**src/rtl/classify_ctrl_pkg.sv**
```systemverilog
`default_nettype none
// ============================================================================
//  Module      : classify_ctrl_pkg
//  Description : Shared definitions for the classifier sequencer: class count,
//                score width, score floor, controller state encoding and a
//                one-hot to index helper with a one-hot validity check.
//  Revision    : 1.0 - initial release
// ============================================================================
package classify_ctrl_pkg;

    localparam int NUM_CLASSES = 10;
    localparam int DATA_W      = 32;
    localparam int IDX_W       = 4;

    // Most negative signed score; padding for slots that never received a beat.
    localparam logic [DATA_W-1:0] SCORE_MIN = 32'h8000_0000;

    typedef enum logic [1:0] {
        S_COLLECT = 2'd0,
        S_LAUNCH  = 2'd1,
        S_WAIT    = 2'd2,
        S_HOLD    = 2'd3
    } state_t;

    typedef struct packed {
        logic             ok;   // exactly one bit set
        logic [IDX_W-1:0] idx;  // position of the set bit (meaningful when ok)
    } onehot_idx_t;

    function automatic onehot_idx_t onehot_to_index(input logic [NUM_CLASSES-1:0] vec);
        onehot_idx_t r;
        int          ones;
        r.ok  = 1'b0;
        r.idx = '0;
        ones  = 0;
        for (int i = 0; i < NUM_CLASSES; i++) begin
            if (vec[i]) begin
                ones  = ones + 1;
                r.idx = IDX_W'(i);
            end
        end
        r.ok = (ones == 1);
        return r;
    endfunction

endpackage
`default_nettype wire

```
**src/rtl/classify_ctrl_score_packer.sv**
```systemverilog
`default_nettype none
// ============================================================================
//  Module      : score_packer
//  Description : Gathers one signed score per accepted beat into the packed
//                score vector for the argmax unit. Pads unfilled slots with
//                SCORE_MIN on an early last beat, and clears all slots when the
//                controller returns to collection.
//  Ports       : clk, rst          - clock, synchronous active-high reset
//                beat_accept       - a score beat is taken this cycle
//                beat_data/last    - score value and end-of-image marker
//                clear             - reload all slots with SCORE_MIN, idx=0
//                frame_done        - this accepted beat closes the image
//                frame_err         - last marker does not match the final slot
//                max_data          - packed scores, class k at [k*32 +: 32]
//  Revision    : 1.0 - initial release
// ============================================================================
module score_packer
    import classify_ctrl_pkg::*;
(
    input  logic                          clk,
    input  logic                          rst,
    input  logic                          beat_accept,
    input  logic [DATA_W-1:0]             beat_data,
    input  logic                          beat_last,
    input  logic                          clear,
    output logic                          frame_done,
    output logic                          frame_err,
    output logic [NUM_CLASSES*DATA_W-1:0] max_data
);

    localparam logic [IDX_W-1:0] C_LAST_IDX = IDX_W'(NUM_CLASSES - 1);

    logic [DATA_W-1:0] r_slot [NUM_CLASSES];
    logic [IDX_W-1:0]  r_idx;
    logic              w_at_last;

    assign w_at_last  = (r_idx == C_LAST_IDX);
    assign frame_done = beat_accept & (beat_last | w_at_last);
    // Error when last arrives early, or when the tenth beat lacks it.
    assign frame_err  = beat_accept & (beat_last ^ w_at_last);

    always_ff @(posedge clk) begin
        if (rst || clear) begin
            r_idx <= '0;
            for (int k = 0; k < NUM_CLASSES; k++) begin
                r_slot[k] <= SCORE_MIN;
            end
        end else if (beat_accept) begin
            r_idx <= frame_done ? '0 : r_idx + 1'b1;
            for (int k = 0; k < NUM_CLASSES; k++) begin
                if (IDX_W'(k) == r_idx) begin
                    r_slot[k] <= beat_data;
                end else if (beat_last && (IDX_W'(k) > r_idx)) begin
                    r_slot[k] <= SCORE_MIN;
                end
            end
        end
    end

    generate
        for (genvar k = 0; k < NUM_CLASSES; k++) begin : g_pack
            assign max_data[k*DATA_W +: DATA_W] = r_slot[k];
        end
    endgenerate

endmodule
`default_nettype wire

```
**src/rtl/classify_ctrl.sv**
```systemverilog
`default_nettype none
// ============================================================================
//  Module      : classify_ctrl
//  Description : Sequencer between the last FC layer and the shared argmax
//                unit. Collects ten scores, launches the argmax, waits for its
//                answer (with timeout), and holds the classification for the
//                consumer on a ready/valid handshake. Counts consumed results.
//  Ports       : clk, rst                 - clock, synchronous active-high reset
//                in_valid/in_data/in_last - score beats, in_ready back-pressure
//                max_data/max_enable      - packed scores and start pulse
//                max_out/max_valid        - one-hot winner and done pulse
//                res_valid/res_ready      - result handshake
//                res_onehot/digit/error   - classification result
//                busy, img_count          - status
//  Revision    : 1.0 - initial release
// ============================================================================
module classify_ctrl
    import classify_ctrl_pkg::*;
#(
    parameter int TIMEOUT = 15,
    parameter int CNT_W   = 16
)(
    input  logic                          clk,
    input  logic                          rst,
    input  logic                          in_valid,
    input  logic [DATA_W-1:0]             in_data,
    input  logic                          in_last,
    output logic                          in_ready,
    output logic [NUM_CLASSES*DATA_W-1:0] max_data,
    output logic                          max_enable,
    input  logic [NUM_CLASSES-1:0]        max_out,
    input  logic                          max_valid,
    output logic                          res_valid,
    input  logic                          res_ready,
    output logic [NUM_CLASSES-1:0]        res_onehot,
    output logic [3:0]                    res_digit,
    output logic                          res_error,
    output logic                          busy,
    output logic [CNT_W-1:0]              img_count
);

    localparam int              TO_W       = $clog2(TIMEOUT + 1);
    localparam logic [TO_W-1:0] C_TO_LAST  = TO_W'(TIMEOUT - 1);

    state_t                   r_state;
    logic [TO_W-1:0]          r_tcnt;
    logic                     r_err;
    logic                     r_in_ready;
    logic                     r_busy;
    logic                     r_max_enable;
    logic                     r_res_valid;
    logic [NUM_CLASSES-1:0]   r_res_onehot;
    logic [3:0]               r_res_digit;
    logic                     r_res_error;
    logic [CNT_W-1:0]         r_img_count;

    logic                     w_accept;
    logic                     w_handshake;
    logic                     w_frame_done;
    logic                     w_frame_err;
    onehot_idx_t              w_oh;

    assign w_accept    = in_valid & r_in_ready;
    assign w_handshake = (r_state == S_HOLD) & r_res_valid & res_ready;
    assign w_oh        = onehot_to_index(max_out);

    score_packer u_packer (
        .clk         (clk),
        .rst         (rst),
        .beat_accept (w_accept),
        .beat_data   (in_data),
        .beat_last   (in_last),
        .clear       (w_handshake),
        .frame_done  (w_frame_done),
        .frame_err   (w_frame_err),
        .max_data    (max_data)
    );

    always_ff @(posedge clk) begin
        if (rst) begin
            r_state      <= S_COLLECT;
            r_tcnt       <= '0;
            r_err        <= 1'b0;
            r_in_ready   <= 1'b1;
            r_busy       <= 1'b0;
            r_max_enable <= 1'b0;
            r_res_valid  <= 1'b0;
            r_res_onehot <= '0;
            r_res_digit  <= '0;
            r_res_error  <= 1'b0;
            r_img_count  <= '0;
        end else begin
            r_max_enable <= 1'b0;
            case (r_state)
                S_COLLECT: begin
                    if (w_frame_done) begin
                        r_state      <= S_LAUNCH;
                        r_in_ready   <= 1'b0;
                        r_busy       <= 1'b1;
                        r_max_enable <= 1'b1;
                        if (w_frame_err) begin
                            r_err <= 1'b1;
                        end
                    end
                end
                S_LAUNCH: begin
                    r_state <= S_WAIT;
                    r_tcnt  <= '0;
                end
                S_WAIT: begin
                    r_tcnt <= r_tcnt + 1'b1;
                    // A real answer takes priority over a simultaneous timeout.
                    if (max_valid) begin
                        r_res_onehot <= w_oh.ok ? max_out : '0;
                        r_res_digit  <= w_oh.ok ? w_oh.idx : '0;
                        r_res_error  <= r_err | ~w_oh.ok;
                        r_res_valid  <= 1'b1;
                        r_state      <= S_HOLD;
                    end else if (r_tcnt == C_TO_LAST) begin
                        r_res_onehot <= '0;
                        r_res_digit  <= '0;
                        r_res_error  <= 1'b1;
                        r_res_valid  <= 1'b1;
                        r_state      <= S_HOLD;
                    end
                end
                S_HOLD: begin
                    if (res_ready) begin
                        r_res_valid <= 1'b0;
                        r_img_count <= r_img_count + 1'b1;
                        r_err       <= 1'b0;
                        r_in_ready  <= 1'b1;
                        r_busy      <= 1'b0;
                        r_state     <= S_COLLECT;
                    end
                end
                default: begin
                    r_state <= S_COLLECT;
                end
            endcase
        end
    end

    assign in_ready   = r_in_ready;
    assign busy       = r_busy;
    assign max_enable = r_max_enable;
    assign res_valid  = r_res_valid;
    assign res_onehot = r_res_onehot;
    assign res_digit  = r_res_digit;
    assign res_error  = r_res_error;
    assign img_count  = r_img_count;

endmodule
`default_nettype wire

```
**config.mk**
```make
export PLATFORM = sky130hd
export DESIGN_NAME = classify_ctrl
export DESIGN_NICKNAME = d
export VERILOG_FILES = /design/src/rtl/classify_ctrl_pkg.sv /design/src/rtl/classify_ctrl_score_packer.sv /design/src/rtl/classify_ctrl.sv
export SDC_FILE = /design/constraint.sdc
export NUM_CORES = 1
export LEC_CHECK = 0
export CAP_MARGIN = 0
export CORE_MARGIN = 3
export CORE_UTILIZATION = 44
export CTS_CLUSTER_DIAMETER = 40
export CTS_CLUSTER_SIZE = 40
export DETAILED_ROUTE_END_ITERATION = 8
export PLACE_DENSITY = 0.77
export SLEW_MARGIN = 5
export SYNTH_ARGS = -nofsm -noshare
export SYNTH_HDL_FRONTEND = slang
export SYNTH_SLANG_ARGS = --single-unit
```
**constraint.sdc**
```tcl
create_clock -name clk -period 6.5 [get_ports clk]
set_clock_uncertainty 0.1 [all_clocks]
set_input_delay 1.3 -clock clk [delete_from_list [all_inputs] [get_ports clk]]
set_output_delay 1.3 -clock clk [all_outputs]
set_load 0.005 [all_outputs]
```
==> results of run 1 <==
-- sequential cells by signal, indices dropped and copies added, names as in the netlist --
signal	flops
in_ready	1
r_state	2
img_count	16
busy	1
r_tcnt	4
u_packer.r_idx	4
u_packer.r_slot	320
r_err	1
res_digit	4
max_enable	1
res_valid	1
res_error	1
res_onehot	10
-- area by class of cell --
cell class                      count  area, um^2  area share [%]
Clock inverter                     32       296.5           1.384
Inverter                           19       71.32          0.3330
Multi-Input combinational cell    661        4462           20.83
Sequential cell                   366       10530           49.16
Antenna cell                        3       7.507         0.03505
Tap cell                          448       560.5           2.617
Clock buffer                       49        1162           5.427
Timing Repair Buffer              443        4329           20.21
-- path summary, 6_finish.rpt --
check / endpoint / slack, ns / cells after the start
setup / recovery: res_error / 0.21 / 29
hold / removal: res_digit[1] / 0.37 / 2
setup reg to reg: u_packer.r_slot[0][107] / 2.38 / 7
hold reg to reg: res_digit[1] / 0.37 / 2
-- cell families (layout without fill, tap and decap cells) --
logic type / count (synthesis) / in the layout / share of synthesized area [%]
AOI/OAI and AO/OA: 96 / 97 / 4.225
xor gates and xnor gates: 35 / 35 / 2.548
adders and majority gates: 20 / 20 / 1.660
buffers and inverters: 84 / 543 / 2.216
DFF: 366 / 366 / 69.85
muxes: 7 / 7 / 0.4814
other: 0 / 3 / 0
and+or+nand+nor: 502 / 502 / 19.02
-- report_power, final --
group,leakage [nW],internal [W],total (W),switching (W)
registers,3.74,0.00279,0.00288,0.0000843
clock network,0.698,0.00137,0.00240,0.00103
logic,3.86,0.000595,0.00121,0.000610
total,8.30,0.00476,0.00648,0.00172
-- timing repair --
| action | 4_1_cts | 5_1_grt |
|---|---|---|
| gates cloned | 1 | 0 |
| pin swaps | 1 | 3 |
| hold endpoints to repair | 0 | 0 |
| buffers inserted | 0 | 0 |
| gates resized for setup | 7 | 16 |
| hold buffers | 0 | 0 |
| setup endpoints to repair | 15 | 15 |
-- synthesized netlist by cell type, drive strengths merged, types with 3 or more instances --
cell type / instances / area [um^2]
a21o: 5 / 37.54
a21oi: 28 / 140.1
a31oi: 4 / 25.02
and2: 222 / 1389
and3: 98 / 613.1
and4: 3 / 26.28
buf: 5 / 37.53
clkbuf: 60 / 225.2
dfxtp: 46 / 920.9
edfxtp: 320 / 9609
ha: 20 / 250.2
inv: 19 / 71.32
mux2i: 5 / 50.05
nand2: 53 / 198.9
nand2b: 16 / 100.1
nand3: 17 / 85.08
nand3b: 4 / 30.03
nand4: 6 / 37.54
nor2: 53 / 198.9
nor2b: 8 / 50.05
nor3: 10 / 50.05
o21a: 4 / 30.03
o21ai: 14 / 73.82
o21bai: 4 / 30.03
o31ai: 16 / 120.1
or3: 4 / 25.02
xnor2: 13 / 132.6
xnor3: 3 / 70.07
xor2: 18 / 157.7
-- per-layer routing --
metal / track usage (%) / vias to the layer above
li1: - / 4836
met1: 29.14 / 5124
met2: 41.40 / 528
met3: 5.685 / 111
met4: 10.89 / 0
met5: 0 / -
-- worst reg2reg max path, delay by kind of cell, from the launching register on --
kind,cells,cell delay (ns)
AOI/OAI and AO/OA,1,0.87
DFF,1,0.32
and+or+nand+nor,4,2.03
buffers and inverters,1,0.41
adders and majority gates,1,0.28
-- metrics by stage --
| step | util, % | hold WS (ns) | setup WS, ns | setup TNS (ns) | area (um^2) |
|---|---|---|---|---|---|
| after floorplan | - | 0.3495 | 0.008114 | 0 | 15070 |
| after global placement | 58.97 | 0.3498 | -0.7493 | -10.39 | 19820 |
| after detailed placement | 58.97 | 0.3529 | -0.8335 | -12.24 | 19820 |
| after CTS | 63.40 | 0.3663 | 0.03127 | 0 | 21310 |
| after global routing | 63.70 | 0.3899 | -0.05591 | -0.4036 | 21410 |
| final | 63.72 | 0.3671 | 0.2100 | 0 | 21420 |
==> qor.csv, run 1 <==
metric,value,unit
status,completed,
# IOs,403,
Final Wtd Congestion,0.8303,
first-pass GRT wire length,65720,um
"Remaining Overflow, GRT",0,
Crit Path Category,in -> reg,
"Slew Viols, Final",0,
HPWL after detailed placement,30250,um
DRT Wirelength,45690,um
CP most frequent cell,ha_1,
Worst-path clk slew,0.06,ns
Fmax,0.1590,GHz
CORE AREA,33620,um^2
Synth Register Bits,366,
Max-cap violations,0,
Antenna Nets Post-Route,0,
Met1 Wirelength,16910,um
Die Area,36520,um^2
syn nets,1178,
drt wl/cell,22.61,um
nets,1603,
largest net degree at the start of global routing,49,
Setup crit start,max_out[0],
Inserted Clock Buffers,44,
metal2 WL,22630,um
row cnt,67,
kind of start point of the critical path,input port,
Initial Util,44.84,%
share of cells above drive strength 1,10.45,%
minimum clock period,6.290,ns
Chip Height,191.1,um
"delay-heaviest family, CP",adder cells,
Worst Hold Class,reg -> reg,
Synth Flop Type,edfxtp_1,
number of fill cells,2474,
Syn Inst Count,1110,
Pre-antenna DRT Iters,5,
CP max stage cell,ha_1,
worst vdd ir,0.1864,mV
Root Buffer,clkbuf_16,
Setup crit end kind,flop,
sequential area share after synthesis,69.85,%
"commonest non-fill, non-tap cells in the layout","clkdlybuf4s50_1, edfxtp_1, and2_1, and3_1, nor2_1",
launching point of the worst reg2reg path,r_state[0],
Ys Warns,0,
H-tree depth,2,
"commonest non-fill, non-tap cell in the layout",clkdlybuf4s50_1,
DRT iter0 DRCs,880,
Die X,191.1,um
static leakage power,8.300,nW
DRC Markers,0,
Via Count,10599,
CTS tree,yes,
synthesized area,15070,um^2
Tot GR Track Use,24.18,%
placed cell count,1936,
# port buffers,402,
"Async S/R FF share, synth",0,%
required time worst endpoint,6.82,ns
max_slew headroom,9.653,%
Buf/Inv on CP,3,
Power Density,302.7,nW/um^2
Final Hold Fails,0,
area growth from synthesis to layout,42.09,%
CTS Sinks,366,
clock tree buffer depth,3,
vias in the first global route,10472,
Non-Filler Instances,2021,
Max Used Layer,met4,
Tot Pwr,0.006484,W
synth unique cells,58,
Avg Vias per Cell,5.244,
critical path peak fanout,8,
antenna violations before repair,2,
fin crit share,96.77,%
CP max stage delay,0.33,ns
Worst Max-Slew Pin Slew,1.355,ns
"Clk Latency, worst-skew pair",0.53,ns
Post-synth EDFFs,320,
hold_sp,res_digit[1],
metal3 WL,4115,um
"Data arrival, critical path",6.61,ns
Final Setup Violations,0,
Synth Area per Inst,13.58,um^2
No activity file was read; power rests on OpenSTA's default activity.
==> run 2, diff against run 1 <==
--- a/config.mk
+++ b/config.mk
@@ -6,12 +6,15 @@
 export NUM_CORES = 1
 export LEC_CHECK = 0
 export CAP_MARGIN = 0
+export CELL_PAD_IN_SITES_DETAIL_PLACEMENT = 0
+export CELL_PAD_IN_SITES_GLOBAL_PLACEMENT = 1
 export CORE_MARGIN = 3
-export CORE_UTILIZATION = 44
+export CORE_UTILIZATION = 35
 export CTS_CLUSTER_DIAMETER = 40
 export CTS_CLUSTER_SIZE = 40
 export DETAILED_ROUTE_END_ITERATION = 8
-export PLACE_DENSITY = 0.77
+export PLACE_DENSITY = 0.76
+export REMOVE_ABC_BUFFERS = 1
 export SLEW_MARGIN = 5
 export SYNTH_ARGS = -nofsm -noshare
 export SYNTH_HDL_FRONTEND = slang
==> run 2 against run 1 <==
Effect of this change:
- setup slack got worse by 0.015 ns
- critical path depth is the same
- maximum frequency is 0.23% lower
- count of clock-buffer cells in the layout grew 10
- flip-flop and latch count did not move
- clock power up 25%
- sequential share of layout area fell by 1.4 points
- cell area is 2.8% higher
- die area increased by 25%
- final cell count up 5.5%
- hold slack got worse by 0.0044 ns
- largest power group is now clock
- highest routed layer is now met5
==> qor.csv, run 2 (same netlist as run 1, synthesis figures left out) <==
metric,value,unit,change
minimum clock period,6.305,ns,+0.01472 ns
"Remaining Overflow, GRT",0,,unchanged
"Data arrival, critical path",6.68,ns,+0.07 ns
CTS Sinks,366,,unchanged
Max-cap violations,0,,unchanged
static leakage power,8.548,nW,+3.0%
Avg Vias per Cell,4.964,,-5.3%
Antenna Nets Post-Route,0,,unchanged
"Clk Latency, worst-skew pair",0.57,ns,+0.04 ns
Internal Pwr Total,0.005297,W,+11%
max_slew headroom,12.49,%,+2.8 points
critical path peak fanout,14,,+6
Worst Max-Slew Pin Slew,1.306,ns,-0.04961 ns
DRC Markers,0,,unchanged
Root Buffer,clkbuf_16,,
Final Hold Fails,0,,unchanged
clock share of power,42.4,%,+5.4 points
Power Density,322.2,nW/um^2,+6.4%
vias in the first global route,10700,,+2.2%
Initial Util,35.70,%,-9.1 points
Setup WS pre-CTS,-0.8722,ns,-0.03869 ns
CP max stage cell,clkdlybuf4s50_1,,
Setup crit end kind,flop,,
largest net degree at the start of global routing,59,,+20%
CORE AREA,42230,um^2,+26%
"commonest non-fill, non-tap cells in the layout","clkdlybuf4s50_1, edfxtp_1, and2_1, and3_1, clkbuf_16",,
nets,1618,,+0.94%
Tot GR Track Use,20.66,%,-3.5 points
DRT Wirelength,49050,um,+7.4%
Fmax,0.1586,GHz,-0.23%
Pre-antenna DRT Iters,5,,unchanged
drt wl/cell,23.01,um,+1.8%
kind of start point of the critical path,input port,,
antenna cells,0,,-3
Sw Ratio,25.37,%,-1.2 points
"commonest non-fill, non-tap cell in the layout",clkdlybuf4s50_1,,
"reg-to-reg slack, setup",2.95,ns,+0.57 ns
first-pass GRT wire length,69610,um,+5.9%
Crit Path Category,in -> reg,,
CP max stage delay,0.43,ns,+0.10 ns
Setup WS post-layout,0.1953,ns,-0.01472 ns
CTS tree,yes,,
status,completed,,
worst vdd ir,0.2081,mV,+12%
Final Setup Violations,0,,unchanged
Sequential Power Share,40.6,%,-3.8 points
share of cells above drive strength 1,11.80,%,+1.4 points
Net Switching,0.001801,W,+4.5%
Final Wtd Congestion,0.7706,,-7.2%
Post-CTS Hold Buffers,0,,unchanged
DRT iter0 DRCs,696,,-21%
Inserted Clock Buffers,52,,+18%
area growth from synthesis to layout,46.13,%,
clock tree buffer depth,3,,unchanged
antenna violations before repair,3,,+1
fin crit share,97.00,%,+0.23 points
max reg flops,320,,unchanged
row cnt,75,,+12%
required time worst endpoint,6.88,ns,+0.06 ns
Die Area,45600,um^2,+25%
Worst Hold Class,reg -> reg,,
Die X,213.5,um,+12%
combinational share of power,17.1,%,-1.5 points
H-tree depth,2,,unchanged
# IOs,403,,unchanged
Via Count,10584,,-0.14%
largest reg by FF count,u_packer.r_slot,,
Worst-path clk slew,0.05,ns,about the same
post-layout util,52.17,%,-12 points
Chip Height,213.5,um,+12%
"Slew Viols, Final",0,,unchanged
HPWL after detailed placement,31610,um,+4.5%
# port buffers,402,,unchanged
## run 2: cell count changes in the layout (fill, tap and decap cells not counted), sizes merged
cell and delta:
a21o -1, buf +8, bufinv +9, clkbuf +11
clkdlybuf4s15 +1, clkinv +1, clkinvlp -2, diode -3
dlygate4sd2 -2, inv -2
## run 2: per-layer routing
metal	wire length, um	up-vias	global-route usage (%)
li1	-	4863	-
met5	9	-	0
met1	19530	5212	25.33
met3	3984	91	6.277
met2	24000	416	35.23
met4	1528	2	6.495
## run 2: cell type report
class,count,area [um^2]
Multi-Input combinational cell,660,4462
Inverter,19,71.32
Clock buffer,59,1349
Fill cell,3554,20200
Timing Repair Buffer,451,4428
Clock inverter,38,514.2
Sequential cell,366,10530
Tap cell,539,674.4
## run 2: what timing repair did
action,in CTS,in global routing
buffers inserted,0,4
endpoints found under the setup margin,15,15
pin swaps,0,3
resized for setup,4,23
## run 2: final timing paths
| kind | start | endpoint | cells past startpoint |
|---|---|---|---|
| worst max-delay path | max_out[2] | res_onehot[6] | 29 |
| worst max register to register | r_state[1] | u_packer.r_slot[0][163] | 8 |
| worst min-delay path | res_onehot[5] | res_onehot[5] | 2 |
| worst min register to register | res_onehot[5] | res_onehot[5] | 2 |
## run 2: critical path, delay by kind of cell
family / cells / cell delay (ns)
mux: 1 / 0.29
compound gates: 9 / 1.34
simple gates: 9 / 1.43
buf+inv: 4 / 0.77
fa+ha+maj: 6 / 1.53
## run 2: power groups by stage
stage | registers [W] | clock network, W | logic, W
after floorplan | 0.00294 | 0 | 0.000418
after global placement | 0.00292 | 0 | 0.00117
after detailed placement | 0.00293 | 0 | 0.00119
after CTS | 0.00288 | 0.00305 | 0.00120
after global routing | 0.00290 | 0.00316 | 0.00131
final | 0.00288 | 0.00301 | 0.00121
## run 2: stage by stage
step           power, W  hold WS, ns  cell area, um^2  setup TNS (ns)  std cells
2_1_floorplan  0.003361       0.3495            14810       -0.002875       1045
3_3_place_gp   0.004089       0.3443            20010          -9.139       2031
3_5_place_dp   0.004115       0.3437            20010          -12.60       2031
4_1_cts        0.007131       0.3622            21890               0       2128
5_1_grt        0.007363       0.3826            22030         -0.4153       2132
6_report       0.007098       0.3627            22030               0       2132
==> run 3, diff against run 2 <==
--- a/config.mk
+++ b/config.mk
@@ -13,7 +13,7 @@
 export CTS_CLUSTER_DIAMETER = 40
 export CTS_CLUSTER_SIZE = 40
 export DETAILED_ROUTE_END_ITERATION = 8
-export PLACE_DENSITY = 0.76
+export PLACE_DENSITY_LB_ADDON = 0.1
 export REMOVE_ABC_BUFFERS = 1
 export SLEW_MARGIN = 5
 export SYNTH_ARGS = -nofsm -noshare
==> run 3 against run 2 <==
Effect of this change:
- count of clock-buffer cells in the layout increased by 6
- highest routed layer unchanged
- flip-flop and latch count unchanged
- total power decreased by 0.54%
- critical path depth unchanged
==> qor.csv, run 3 (same netlist as run 1, synthesis figures left out) <==
metric,value,unit,change
Fmax,0.1599,GHz,+0.81%
Worst Max-Slew Pin Slew,1.123,ns,-0.1829 ns
"Data arrival, critical path",6.61,ns,-0.07 ns
Worst Hold Class,reg -> reg,,
Root Buffer,clkbuf_16,,
kind of start point of the critical path,input port,,
Antenna Nets Post-Route,0,,unchanged
drt wl/cell,23.29,um,+1.2%
Max-cap violations,0,,unchanged
"commonest non-fill, non-tap cells in the layout","clkdlybuf4s50_1, edfxtp_1, and2_1, and3_1, clkbuf_16",,
area used by multi-input combinational logic,4487,um^2,+0.56%
"Clk Latency, worst-skew pair",0.57,ns,about the same
Setup WS post-layout,0.2456,ns,+0.05035 ns
HPWL after detailed placement,32820,um,+3.8%
Die X,213.5,um,unchanged
largest net degree at the start of global routing,52,,-12%
clock tree buffer depth,3,,unchanged
setup TNS,0,ns,unchanged
fin crit share,96.22,%,-0.77 points
vias in the first global route,10241,,-4.3%
Inserted Clock Buffers,54,,+3.8%
required time worst endpoint,6.85,ns,-0.03 ns
DRC Markers,0,,unchanged
# port buffers,402,,unchanged
static leakage power,8.534,nW,-0.16%
Final Wtd Congestion,0.8051,,+4.5%
Buf/Inv on CP,3,,-1
row cnt,75,,unchanged
Post-CTS Hold Buffers,0,,unchanged
Worst-path clk slew,0.05,ns,about the same
Tot Pwr,0.007060,W,-0.54%
share of cells above drive strength 1,11.31,%,-0.49 points
Tot GR Track Use,21.06,%,+0.40 points
max_slew headroom,24.89,%,+12 points
Pre-antenna DRT Iters,5,,unchanged
CP most frequent cell,ha_1,,
Initial Util,35.70,%,unchanged
post-layout util,52.07,%,-0.098 points
Die Area,45600,um^2,unchanged
Power Density,321.1,nW/um^2,-0.35%
nets,1618,,unchanged
critical path peak fanout,8,,-6
worst vdd ir,0.1919,mV,-7.8%
"Remaining Overflow, GRT",0,,unchanged
CTS tree,yes,,
number of fill cells,3691,,+3.9%
"commonest non-fill, non-tap cell in the layout",clkdlybuf4s50_1,,
CTS Sinks,366,,unchanged
Final Hold Fails,0,,unchanged
Final Setup Violations,0,,unchanged
area growth from synthesis to layout,45.86,%,
Chip Height,213.5,um,unchanged
Crit Path Category,in -> reg,,
largest reg by FF count,u_packer.r_slot,,
Seq. cell area,10530,um^2,unchanged
Setup WS pre-CTS,-0.8453,ns,+0.02691 ns
minimum clock period,6.254,ns,-0.05035 ns
status,completed,,
max reg flops,320,,unchanged
CORE AREA,42230,um^2,unchanged
Via Count,10448,,-1.3%
DRT Wirelength,49620,um,+1.2%
# IOs,403,,unchanged
"Slew Viols, Final",0,,unchanged
CP max stage delay,0.33,ns,-0.10 ns
Avg Vias per Cell,4.903,,-1.2%
DRT iter0 DRCs,608,,-13%
CP max stage cell,ha_1,,
Setup crit end kind,flop,,
H-tree depth,2,,unchanged
first-pass GRT wire length,70550,um,+1.3%
antenna violations before repair,3,,unchanged
Hold Slack,0.3677,ns,+0.005003 ns
"delay-heaviest family, CP",adder cells,,
-- run 3: changes by cell type in the layout (fill, tap and decap cells not counted), sizes merged --
cell and delta:
clkbuf +5, diode +1, a21o +1, clkinv +2, dlygate4sd2 +1, inv -5
buf -3, dlymetal6s2s +1, bufinv -4, clkdlybuf4s15 -1, clkinvlp +1
-- run 3: metal layers --
metal | routed length, um | vias to the layer above | track usage (%)
met5 | 13 | - | 0
met4 | 1825 | 2 | 8.250
met3 | 3511 | 94 | 4.945
met2 | 24050 | 396 | 35.31
met1 | 20220 | 5093 | 26.61
li1 | - | 4863 | -
-- run 3: what timing repair did --
item | CTS | global route
gates cloned | 1 | 0
pin swaps | 1 | 2
gates resized for setup | 10 | 17
endpoints found under the setup margin | 15 | 15
setup buffers | 1 | 1
-- run 3: where the power goes --
group	internal, W	switching, W
combinational	0.000606	0.000647
clock	0.00187	0.00106
sequential	0.00280	0.0000789
total	0.00527	0.00179
-- run 3: worst register-to-register path, delay by kind of cell, from the launching register on --
| family | cells | cell delay, ns |
|---|---|---|
| buf+inv | 2 | 0.59 |
| fa+ha+maj | 1 | 0.26 |
| compound gates | 1 | 0.16 |
| flops | 1 | 0.34 |
| simple gates | 4 | 1.71 |
-- run 3: per-stage QoR --
stage	area, um^2	cells
after floorplan	14810	1045
after global placement	19980	2030
after detailed placement	19980	2030
after CTS	21880	2129
after global routing	21980	2130
final	21990	2131
-- run 3: cell type report --
class	count	share of cell area [%]
well taps	539	3.067
clock buffers	65	6.812
repair buffers	448	19.95
multi-input cells	661	20.41
diodes	1	0.01138
flip-flops and latches	366	47.89
inverters	19	0.3244
clock inverters	32	1.536
-- run 3: final timing paths --
| path | startpoint | endpoint | slack, ns | cells past startpoint |
|---|---|---|---|---|
| setup / recovery | max_out[0] | res_error | 0.25 | 29 |
| hold / removal | res_onehot[0] | res_onehot[0] | 0.37 | 2 |
| hold reg to reg | res_onehot[0] | res_onehot[0] | 0.37 | 2 |
| setup reg to reg | r_state[1] | u_packer.r_slot[0][119] | 3.21 | 8 |
